===== src/rtl/irq_ctrl.sv =====
// Interrupt controller feeding the 6502 IRQB pin: sync, latch (level/edge), mask, vector; optional NMI routing under IRQ_CTRL_NMI_EN.
// Latency: src_n to irq_n/nmi_n is SYNC_STAGES + 2 edges; register reads return rdata one cycle after rd_en.
// Backpressure: none; single-cycle rd_en/wr_en strobes are always accepted, rdata holds until the next read.
module irq_ctrl #(
    parameter int SOURCES     = 8,
    parameter int SYNC_STAGES = 2
) (
    input  logic               clock,
    input  logic               reset,
    input  logic [SOURCES-1:0] src_n,
    input  logic               wr_en,
    input  logic               rd_en,
    input  logic [2:0]         reg_addr,
    input  logic [7:0]         wdata,
    output logic [7:0]         rdata,
    output logic               rdata_valid,
    output logic               irq_n,
    output logic               nmi_n
);

    localparam logic [2:0] A_STATUS  = 3'd0;
    localparam logic [2:0] A_PENDING = 3'd1;
    localparam logic [2:0] A_MASK    = 3'd2;
    localparam logic [2:0] A_MODE    = 3'd3;
    localparam logic [2:0] A_VECTOR  = 3'd4;
    localparam logic [2:0] A_NMI_SEL = 3'd5;

    // Register bits at and above SOURCES read as zero.
    function automatic logic [7:0] ext(input logic [SOURCES-1:0] v);
        logic [7:0] r;
        r = '0;
        r[SOURCES-1:0] = v;
        return r;
    endfunction

    logic [SOURCES-1:0] sync_q [SYNC_STAGES];
    logic [SOURCES-1:0] s;
    logic [SOURCES-1:0] prev_q;
    logic [SOURCES-1:0] pending_q, pending_d;
    logic [SOURCES-1:0] mask_q, mask_d;
    logic [SOURCES-1:0] mode_q, mode_d;
    logic [SOURCES-1:0] fall;
    logic [SOURCES-1:0] clr;
    logic [SOURCES-1:0] enabled;
    logic [7:0]         vector;
    logic [7:0]         rd_val;
    logic [7:0]         rdata_q;
    logic               rdata_valid_q;
    logic               irq_n_q;

    assign s       = sync_q[SYNC_STAGES-1];
    assign enabled = pending_q & mask_q;

    // Input synchronisers; idle (high) after reset so no spurious edge is seen.
    always_ff @(posedge clock) begin
        if (reset) begin
            for (int i = 0; i < SYNC_STAGES; i++) sync_q[i] <= '1;
        end else begin
            sync_q[0] <= src_n;
            for (int i = 1; i < SYNC_STAGES; i++) sync_q[i] <= sync_q[i-1];
        end
    end

    // Next-state for pending (level follows the line, edge is sticky until W1C; set beats clear), mask and mode.
    always_comb begin
        fall      = prev_q & ~s;
        clr       = (wr_en && reg_addr == A_PENDING) ? wdata[SOURCES-1:0] : '0;
        pending_d = (mode_q & (fall | (pending_q & ~clr))) | (~mode_q & ~s);
        mask_d    = mask_q;
        mode_d    = mode_q;
        if (wr_en && reg_addr == A_MASK) mask_d = wdata[SOURCES-1:0];
        if (wr_en && reg_addr == A_MODE) mode_d = wdata[SOURCES-1:0];
    end

    // Lowest-numbered enabled pending source wins the vector; 0x80 flags none.
    always_comb begin
        vector = 8'h80;
        for (int i = SOURCES - 1; i >= 0; i--) begin
            if (enabled[i]) vector = {5'b0, 3'(i)};
        end
    end

`ifdef IRQ_CTRL_NMI_EN
    logic [SOURCES-1:0] nmi_sel_q, nmi_sel_d;
    logic               nmi_n_q;

    // NMI select register; NMI routing ignores MASK.
    always_comb begin
        nmi_sel_d = nmi_sel_q;
        if (wr_en && reg_addr == A_NMI_SEL) nmi_sel_d = wdata[SOURCES-1:0];
    end

    // NMI select and registered NMI request.
    always_ff @(posedge clock) begin
        if (reset) begin
            nmi_sel_q <= '0;
            nmi_n_q   <= 1'b1;
        end else begin
            nmi_sel_q <= nmi_sel_d;
            nmi_n_q   <= ~|(pending_q & nmi_sel_q);
        end
    end

    assign nmi_n = nmi_n_q;
`else
    assign nmi_n = 1'b1;
`endif

    // Read mux over the current registered state (a same-cycle write is not yet visible).
    always_comb begin
        rd_val = 8'h00;
        case (reg_addr)
            A_STATUS:  rd_val = ext(~s);
            A_PENDING: rd_val = ext(pending_q);
            A_MASK:    rd_val = ext(mask_q);
            A_MODE:    rd_val = ext(mode_q);
            A_VECTOR:  rd_val = vector;
`ifdef IRQ_CTRL_NMI_EN
            A_NMI_SEL: rd_val = ext(nmi_sel_q);
`endif
            default:   rd_val = 8'h00;
        endcase
    end

    // Interrupt state, registered request and read-data registers.
    always_ff @(posedge clock) begin
        if (reset) begin
            prev_q        <= '1;
            pending_q     <= '0;
            mask_q        <= '0;
            mode_q        <= '0;
            irq_n_q       <= 1'b1;
            rdata_q       <= 8'h00;
            rdata_valid_q <= 1'b0;
        end else begin
            prev_q        <= s;
            pending_q     <= pending_d;
            mask_q        <= mask_d;
            mode_q        <= mode_d;
            irq_n_q       <= ~|enabled;
            rdata_valid_q <= rd_en;
            if (rd_en) rdata_q <= rd_val;
        end
    end

    assign rdata       = rdata_q;
    assign rdata_valid = rdata_valid_q;
    assign irq_n       = irq_n_q;

endmodule


===== config.mk =====
export PLATFORM = sky130hd
export DESIGN_NAME = irq_ctrl
export DESIGN_NICKNAME = d
export VERILOG_FILES = /design/src/rtl/irq_ctrl.sv
export SDC_FILE = /design/constraint.sdc
export NUM_CORES = 1
export LEC_CHECK = 0
export ABC_CLOCK_PERIOD_IN_PS = 1700
export BUFFER_PORTS_ARGS = -buffer_cell sky130_fd_sc_hd__buf_2
export CORE_MARGIN = 5
export CORE_UTILIZATION = 45
export CTS_BUF_LIST = sky130_fd_sc_hd__clkbuf_16
export CTS_CLUSTER_SIZE = 30
export DETAILED_ROUTE_END_ITERATION = 10
export GPL_TIMING_DRIVEN = 1
export PLACE_DENSITY = 0.65
export SYNTH_ARGS = -nofsm -noshare
export SYNTH_HDL_FRONTEND = slang
export SYNTH_SLANG_ARGS = --single-unit

===== constraint.sdc =====
create_clock -name clock -period 1.7 [get_ports clock]
set_input_delay 0 -clock clock [delete_from_list [all_inputs] [get_ports clock]]
set_output_delay 0 -clock clock [all_outputs]
set_load 0.02 [all_outputs]

Yosys cells after proc, flatten, opt, wreduce, memory -nomap -nowiden
Memories as Yosys holds them, arrays and structs flattened.
Index checks and enable logic that the tools add are counted.
- memories: 1
- flip-flop bits (word level): 42
- output and inout bits: 11
- bits of input ports: 23
- logic and storage cells: 45
- memory bits (writable): 16
- muxes and demuxes: 15
- reduce and logical (&&, ||, !) cells: 6
- eq/ne operators: 4
- bitwise gates (word level): 12
- memories (name ; depth ; bits a word ; read ports ; clocked after Yosys merged registers in ; wr ports ; RTL line ; RTL):
    sync_q ; 2 ; 8 ; 2 ; 0 ; 2 ; 36 ; logic [SOURCES-1:0] sync_q [SYNC_STAGES];
- operators with widths (cell ; count):
    $mux W8 ; 11
    $and A8 B8 Y8 ; 5
    $pmux W8 S5 ; 1
    $not A8 Y8 ; 3
    $or A8 B8 Y8 ; 2
    $reduce_or A8 Y1 ; 1
    $eq A3 B2 Y1 const B ; 2
    $eq A3 B1 Y1 const B ; 1
    $eq A3 B3 Y1 const B ; 1
    $logic_and A1 B1 Y1 ; 3
    $logic_not A3 Y1 ; 1
    $mux W1 ; 3
    $or A1 B1 Y1 ; 2
    $logic_not A1 Y1 ; 1

Logic depth before layout (Yosys ltp)
Gate-level depths: netlist of the first run.
- word-level depth: 10
- depth in mapped cells: 6
- depth with buffers taken out: 4

Least setup slack after synthesis of the first run
No wires, ideal clock.
- path type: register to register
- start point: register pending_q[5]
- end point: register rdata_q[7] (netlist: rdata[7])
- library setup time: 0.074 ns
- cell stages (with the launch flop): 5
- buffers on the path: 0
- required time: 1.626 ns
- path slack: 0.528 ns
- period minus slack after synthesis: 1.172 ns
- data arrival time: 1.097 ns
- path through: dfxtp_1 -> a22o_1 -> nand2b_1 -> or3_1 -> o21ai_0
- cells in the longest elaborated chain, start to end: 8
- ends and longest elaborated chain (what ; RTL line ; RTL):
    start, declared ; 39 ; logic [SOURCES-1:0] pending_q, pending_d;
    start signal, assigned ; 137 ; pending_q <= pending_d;
    $and A8 B8 Y8 ; 52 ; assign enabled = pending_q & mask_q;
    $mux W8 (6 in a row) ; 79 ; if (enabled[i]) vector = {5'b0, 3'(i)};
    $pmux W8 S5 ; 112 ; case (reg_addr)
    end signal, assigned ; 142 ; if (rd_en) rdata_q <= rd_val;
    end, declared ; 47 ; logic [7:0] rdata_q;
No other way between the ends.
A chain may end at the register's enable or synchronous reset.

==> results of run 1 <==
cell usage in the layout (no fill, tap or decap), types with 2 or more instances in the layout:
master and n:
a211o_1 8, clkinvlp_4 2, mux4_1 4, nand2b_1 3
nor2_1 6, a31oi_1 3, o21ai_1 8, a22oi_1 2
clkinv_1 2, dlygate4sd3_1 16, nand2_1 46, clkbuf_16 9
dfxtp_1 58, o21ai_0 4, nand4_1 2, nor2b_1 17
inv_1 9, and3_1 2, and3b_1 2, nand3_1 2
a32o_1 2, or2_2 24, a21oi_1 23, mux4_2 4
buf_2 32
critical path, delay by kind of cell, from the launching register on:
kind / cells / cell delay, ns
buf+inv: 1 / 0.06
flops: 1 / 0.35
mux: 1 / 0.48
compound gates: 2 / 0.26
cell families (layout without fill, tap and decap cells):
| logic type | Yosys count | count (layout) | synth area share |
|---|---|---|---|
| compound gates | 54 | 54 | 0.141 |
| other cells | 1 | 1 | 0.00160 |
| mux | 8 | 8 | 0.0835 |
| buf+inv | 22 | 73 | 0.0482 |
| simple gates | 106 | 106 | 0.230 |
| flops | 58 | 58 | 0.497 |
cell type report:
class | instances | area (sq um) | share of cell area
inverter | 8 | 30.0 | 0.0102
clock inverter | 7 | 61.3 | 0.0207
tap | 70 | 87.6 | 0.0296
clock buffer | 9 | 225 | 0.0761
multi-input combinational | 169 | 1060 | 0.360
sequential | 58 | 1160 | 0.393
timing repair buffer | 49 | 328 | 0.111
timing repair:
action                                 4_1_cts  5_1_grt
setup endpoints to repair                    0        0
hold buffers                                16        0
endpoints found under the hold margin       32        0
final timing paths:
check               start       endpoint  slack (ns)  cells past startpoint
min reg2reg  sync_q[0][3]  sync_q[0][11]        0.40                      1
min                 rd_en       rdata[2]        0.03                      2
max reg2reg  sync_q[0][8]       rdata[0]        0.42                      4
max          sync_q[0][8]       rdata[0]        0.42                      4
through the flow:
step | util | area, sq um | instances
CTS | 0.583 | 2960 | 370
global route | 0.583 | 2960 | 370
global placement | 0.495 | 2510 | 338
finish | 0.583 | 2960 | 370
detailed placement | 0.495 | 2510 | 338
floorplan | - | 2340 | 249
routing by layer:
metal,share of wire,vias to the layer above,track usage
met2,0.45,42,0.259
li1,-,940,-
met1,0.48,850,0.204
met4,0.018,0,0.0714
met5,0,-,0
met3,0.049,12,0.0417
flip-flops by register name, summed over array words and instances (netlist names):
signal       cells
sync_q          16
mask_q           8
mode_q           8
pending_q        8
prev_q           8
rdata            8
irq_n            1
rdata_valid      1
power by group:
group | internal, mW | switching, mW | total [mW]
registers | 1.40 | 0.0217 | 1.43
logic | 0.0983 | 0.0968 | 0.195
clock network | 1.11 | 0.591 | 1.70
==> impl_results.md, run 1 <==
- Share of layout cells above drive strength 1: 0.247
- IO Pins: 34
- Status: finished clean
- Syn. warnings: 0
- Syn avg cell area: 9.39 sq um
- Tmin final: 1.28 ns
- Final TNS setup: 0 ns
- Total CTS buffers: 9
- Width of the die: 82.1 microns
- Post-synthesis sequential area ratio: 0.497
- Final ANT Viol Nets: 0
- Final estimated routing congestion in global placement: 0.815
- HPWL Detailed: 3310 microns
- Slew Viols, Final: 0
- CTS root buf: clkbuf_16
- Post-synth top area cell: dfxtp_1
- MaxCap Viol Count: 0
- Dominant cells by area after synthesis: dfxtp_1 50%, nand2_1 7.4%, or2_2 6.4%
- Post-CTS setup buffers: 0
- Worst hold margin: 0.0286 ns
- Mapped Area: 2340 sq um
- Iter 0 DRT Violations: 123
- Core Area: 5070 sq um
- RSZ-0062 raised after global routing: false
- Post-synth EDFFs: 0
- CP Cell Sequence: inv_1 > mux4_1 > a21oi_1 > o22ai_1
- Final Cycle Share: 0.752
- Synth Instances: 249
- Die ar.: 6740 sq um
- Fill cells: 463
- CTS tree: built
- WL/cell: 13.1 microns
- GRT overflow: 0
- # rows: 26
- CTS H-tree depth: 3
- Max incr delay on CP: 0.48 ns
- Min-Delay Path Class: input pin to register
- #FFs+latches synth: 58
- Vias in the first global route: 1759
- Syn Nets: 272
- Pwr Total: 3.33 mW
- Dpl ws: 0.392 ns
- Worst setup margin: 0.422 ns
- P&R area growth vs syn: 26.5%
- Final Hold Viols: 0
- CP max-delay cell: mux4_1
- Initial core utilization: 0.461
- Worst IR Drop VDD: 649 uV
- Setup Skew: 0.00322 ns
- Clock slew at reported path FFs: 0.05 ns
- CP endpoint kind: register
- # nets final: 318
- Ys async rst share: 0
- Pre-antenna DRT Iters: 4
- Pleak: 1.20 nW
- Post-CTS sizing: 0
- Startpoint Class: register
- Clk sinks: 58
- PD cells: 1120 nW/um^2
- Routed wire length: 4860 microns
- Via Count: 1844
- Most frequent cell after synthesis: dfxtp_1
- Synth unique cells: 32
- Die Y: 82.1 microns
- IO buf count: 32
- WP data required: 1.88 ns
- Largest net degree at the start of global routing: 40
- DR DRC count: 0
- Top cells by count, synth: 58 x dfxtp_1, 46 x nand2_1, 24 x or2_2, 23 x a21oi_1, 17 x nor2b_1
- Max FO, Critical Path: 2
- F_max: 782 MHz
- Clock latency on the worst-skew pair: 0.31 ns
- Vias per Instance: 4.98
- Setup violators final: 0
- First-pass GRT wire length: 8160 microns
- Post-synth top area share: 0.497
- Arrival time at the worst endpoint: 1.46 ns
- Ys flop type: dfxtp_1
- Initial antenna violation count: 0
- Clock buffer depth: 2
- Antenna fix cells: 0
- Critical path class: register to register
- Tot GR Track Use: 0.162
Power figures use the tool's default switching activity.
==> run 2: changes to the inputs <==
--- a/config.mk
+++ b/config.mk
@@ -5,7 +5,7 @@
 export SDC_FILE = /design/constraint.sdc
 export NUM_CORES = 1
 export LEC_CHECK = 0
-export ABC_CLOCK_PERIOD_IN_PS = 1700
+export ABC_CLOCK_PERIOD_IN_PS = 1200
 export BUFFER_PORTS_ARGS = -buffer_cell sky130_fd_sc_hd__buf_2
 export CORE_MARGIN = 5
 export CORE_UTILIZATION = 45
==> constraint.sdc (replaced) <==
create_clock -name clock -period 1.2 [get_ports clock]
set_input_delay 0 -clock clock [delete_from_list [all_inputs] [get_ports clock]]
set_output_delay 0 -clock clock [all_outputs]
set_load 0.02 [all_outputs]
==> run 2 against run 1 <==
Against the previous run:
- final cell count grew 4.9%
- core utilization grew 5.4 points
- total power grew 58%
- non-clock buffer count grew 18
- clock power grew 71%
- global-route usage grew 1.6 points
- worst setup slack lost 0.41 ns
- first-iteration DRC count shrank 46%
- largest cell class unchanged
- largest power group unchanged
==> impl_results.md, run 2 (synthesized netlist as in run 1, its figures left out) <==
- Worst IR Drop VDD: 964 uV (+49%)
- Vias in the first global route: 1870 (+6.3%)
- CP max-delay cell: dfxtp_2
- Clock buffer depth: 2 (unchanged)
- Crit. Startpoint: mask_q[5]
- Hold path endpoint: rdata[5]
- M2 GR Usage: 0.272 (+0.0129)
- First-pass GRT wire length: 8860 microns (+8.5%)
- Leading cell type in the layout, fill and taps excluded: dfxtp_1
- Hold depth: 4 (+2)
- Total CTS buffers: 9 (unchanged)
- Final Instance Count excl. Fillers: 388 (+4.9%)
- Routed wire length: 5190 microns (+6.9%)
- Placed insts: 354 (+4.7%)
- DR DRC count: 0 (unchanged)
- Vias per Instance: 4.98 (about the same)
- WP data required: 1.46 ns (-0.42 ns)
- Antenna fix cells: 0 (unchanged)
- F_max: 845 MHz (+8.0%)
- CTS tree: built
- Tmin final: 1.18 ns (-0.0943 ns)
- Via Count: 1933 (+4.8%)
- Final estimated routing congestion in global placement: 0.824 (+1.0%)
- Gr busiest metal: met2
- Slew Viols, Final: 0 (unchanged)
- Largest register FFs: 16 (unchanged)
- Arrival time at the worst endpoint: 1.44 ns (-0.02 ns)
- Iter 0 DRT Violations: 67 (-46%)
- Pleak: 1.32 nW (+11%)
- CP endpoint kind: register
- IO Pins: 34 (unchanged)
- Finished Cell Area: 3230 sq um (+9.3%)
- Clock slew at reported path FFs: 0.05 ns (about the same)
- Clk sinks: 58 (unchanged)
- Final TNS setup: 0 ns (unchanged)
- Critical path class: register to register
- CTS H-tree depth: 3 (unchanged)
- Max FO, Critical Path: 4 (+2)
- Initial core utilization: 0.461 (unchanged)
- Pre-antenna DRT Iters: 4 (unchanged)
- Die Y: 82.1 microns (unchanged)
- Initial antenna violation count: 0 (unchanged)
- Cell Area, Placed: 2670 sq um (+6.3%)
- R2R depth: 4 (unchanged)
- Tot GR Track Use: 0.178 (+0.0162)
- Clock latency on the worst-skew pair: 0.32 ns (about the same)
- Worst path bufs/invs: 0 (-1)
- Die ar.: 6740 sq um (unchanged)
- Met1 GRT Util: 0.227 (+0.0221)
- Worst hold margin: 0.0646 ns (+0.0360 ns)
- Fin util: 0.637 (+0.0540)
- Setup Skew: 0.00408 ns (+0.000861 ns)
- Dpl ws: -0.0265 ns (-0.419 ns)
- CTS root buf: clkbuf_16
- CP Cell Sequence: a22o_1 > nand2b_4 > or3_1 > o21ai_1
- Reg-to-reg slack, setup: 0.02 ns (-0.41 ns)
- MaxCap Viol Count: 0 (unchanged)
- PD cells: 1630 nW/um^2 (+45%)
- # rows: 26 (unchanged)
- Min-delay src: rd_en
- Reg2reg start: mask_q[5]
- Largest net degree at the start of global routing: 57 (+43%)
- Max incr delay on CP: 0.33 ns (-0.15 ns)
- Final Cycle Share: 0.987 (+0.235)
- Status: finished clean
- GRT overflow: 0 (unchanged)
- Pwr Total: 5.25 mW (+58%)
- Family with the most delay on the worst path: simple AND/OR/NAND/NOR gates
- Reg2reg end: rdata[7]
- Most frequent cells in the layout: 51 x dfxtp_1, 46 x nand2_1, 32 x buf_2, 24 x or2_2
- Width of the die: 82.1 microns (unchanged)
- Worst setup margin: 0.0162 ns (-0.406 ns)
- GR Util met3: 0.0439 (+0.00219)
- P&R area growth vs syn: 38.2%
- Min-Delay Path Class: input pin to register
- Setup violators final: 0 (unchanged)
- Final Hold Viols: 0 (unchanged)
- Biggest register: sync_q
- # nets final: 336 (+5.7%)
- IO buf count: 32 (unchanged)
- Share of layout cells above drive strength 1: 0.349 (+0.102)
- RSZ-0062 raised after global routing: true
- Final ANT Viol Nets: 0 (unchanged)
- Core Area: 5070 sq um (unchanged)
- Startpoint Class: register
- HPWL Detailed: 3450 microns (+4.3%)
- WL/cell: 13.4 microns (+2.0%)
==> run 2: cell types whose count changed in the layout (fill, tap and decap cells not counted), sizes merged <==
| cell | before | now |
|---|---|---|
| clkinv | 3 | 4 |
| inv | 9 | 8 |
| buf | 33 | 49 |
| bufinv | 1 | 3 |
| dlygate4sd3 | 16 | 18 |
| clkinvlp | 2 | 0 |
==> run 2: worst max-delay path by stage <==
| stage | to | slack [ns] | depth (start not counted) |
|---|---|---|---|
| 6_report | rdata[7] | 0.02 | 4 |
| 2_1_floorplan | rdata[7] | 0.03 | 4 |
| 5_1_grt | rdata[6] | -0.03 | 4 |
| 3_5_place_dp | rdata[0] | -0.03 | 4 |
| 3_3_place_gp | rdata[0] | -0.01 | 3 |
| 4_1_cts | rdata[7] | 0.004 | 4 |
==> run 2: timing repair <==
item,in CTS,in global routing
pin swaps,1,3
hold buffers,18,0
resized for setup,6,13
setup endpoints to repair,2,8
setup buffers,0,0
endpoints found under the hold margin,33,0
==> run 2: layer usage <==
metal / up-vias / routed length [microns]
li1: 973 / -
met2: 55 / 2400
met3: 8 / 312
met5: - / 0
met4: 0 / 96
met1: 897 / 2380
==> run 2: final cells by class <==
type | instances | area, sq um
fill | 422 | 1840
sequential | 58 | 1170
multi-input combinational | 169 | 1100
timing repair buffer | 67 | 505
clock buffer | 9 | 225
clock inverter | 7 | 118
tap | 70 | 87.6
inverter | 8 | 30.0
==> run 2: power breakdown <==
part / internal [mW] / leakage, nW / switching (mW)
sequential: 1.99 / 0.475 / 0.0310
combinational: 0.178 / 0.679 / 0.153
clock: 2.02 / 0.169 / 0.879
total: 4.19 / 1.32 / 1.06
==> run 2: tightest hold or removal path, stage by stage <==
cell and delay, ns:
buf_2 0.13, nor2b_1 0.07, a21oi_2 0.09, nor2_1 0.04
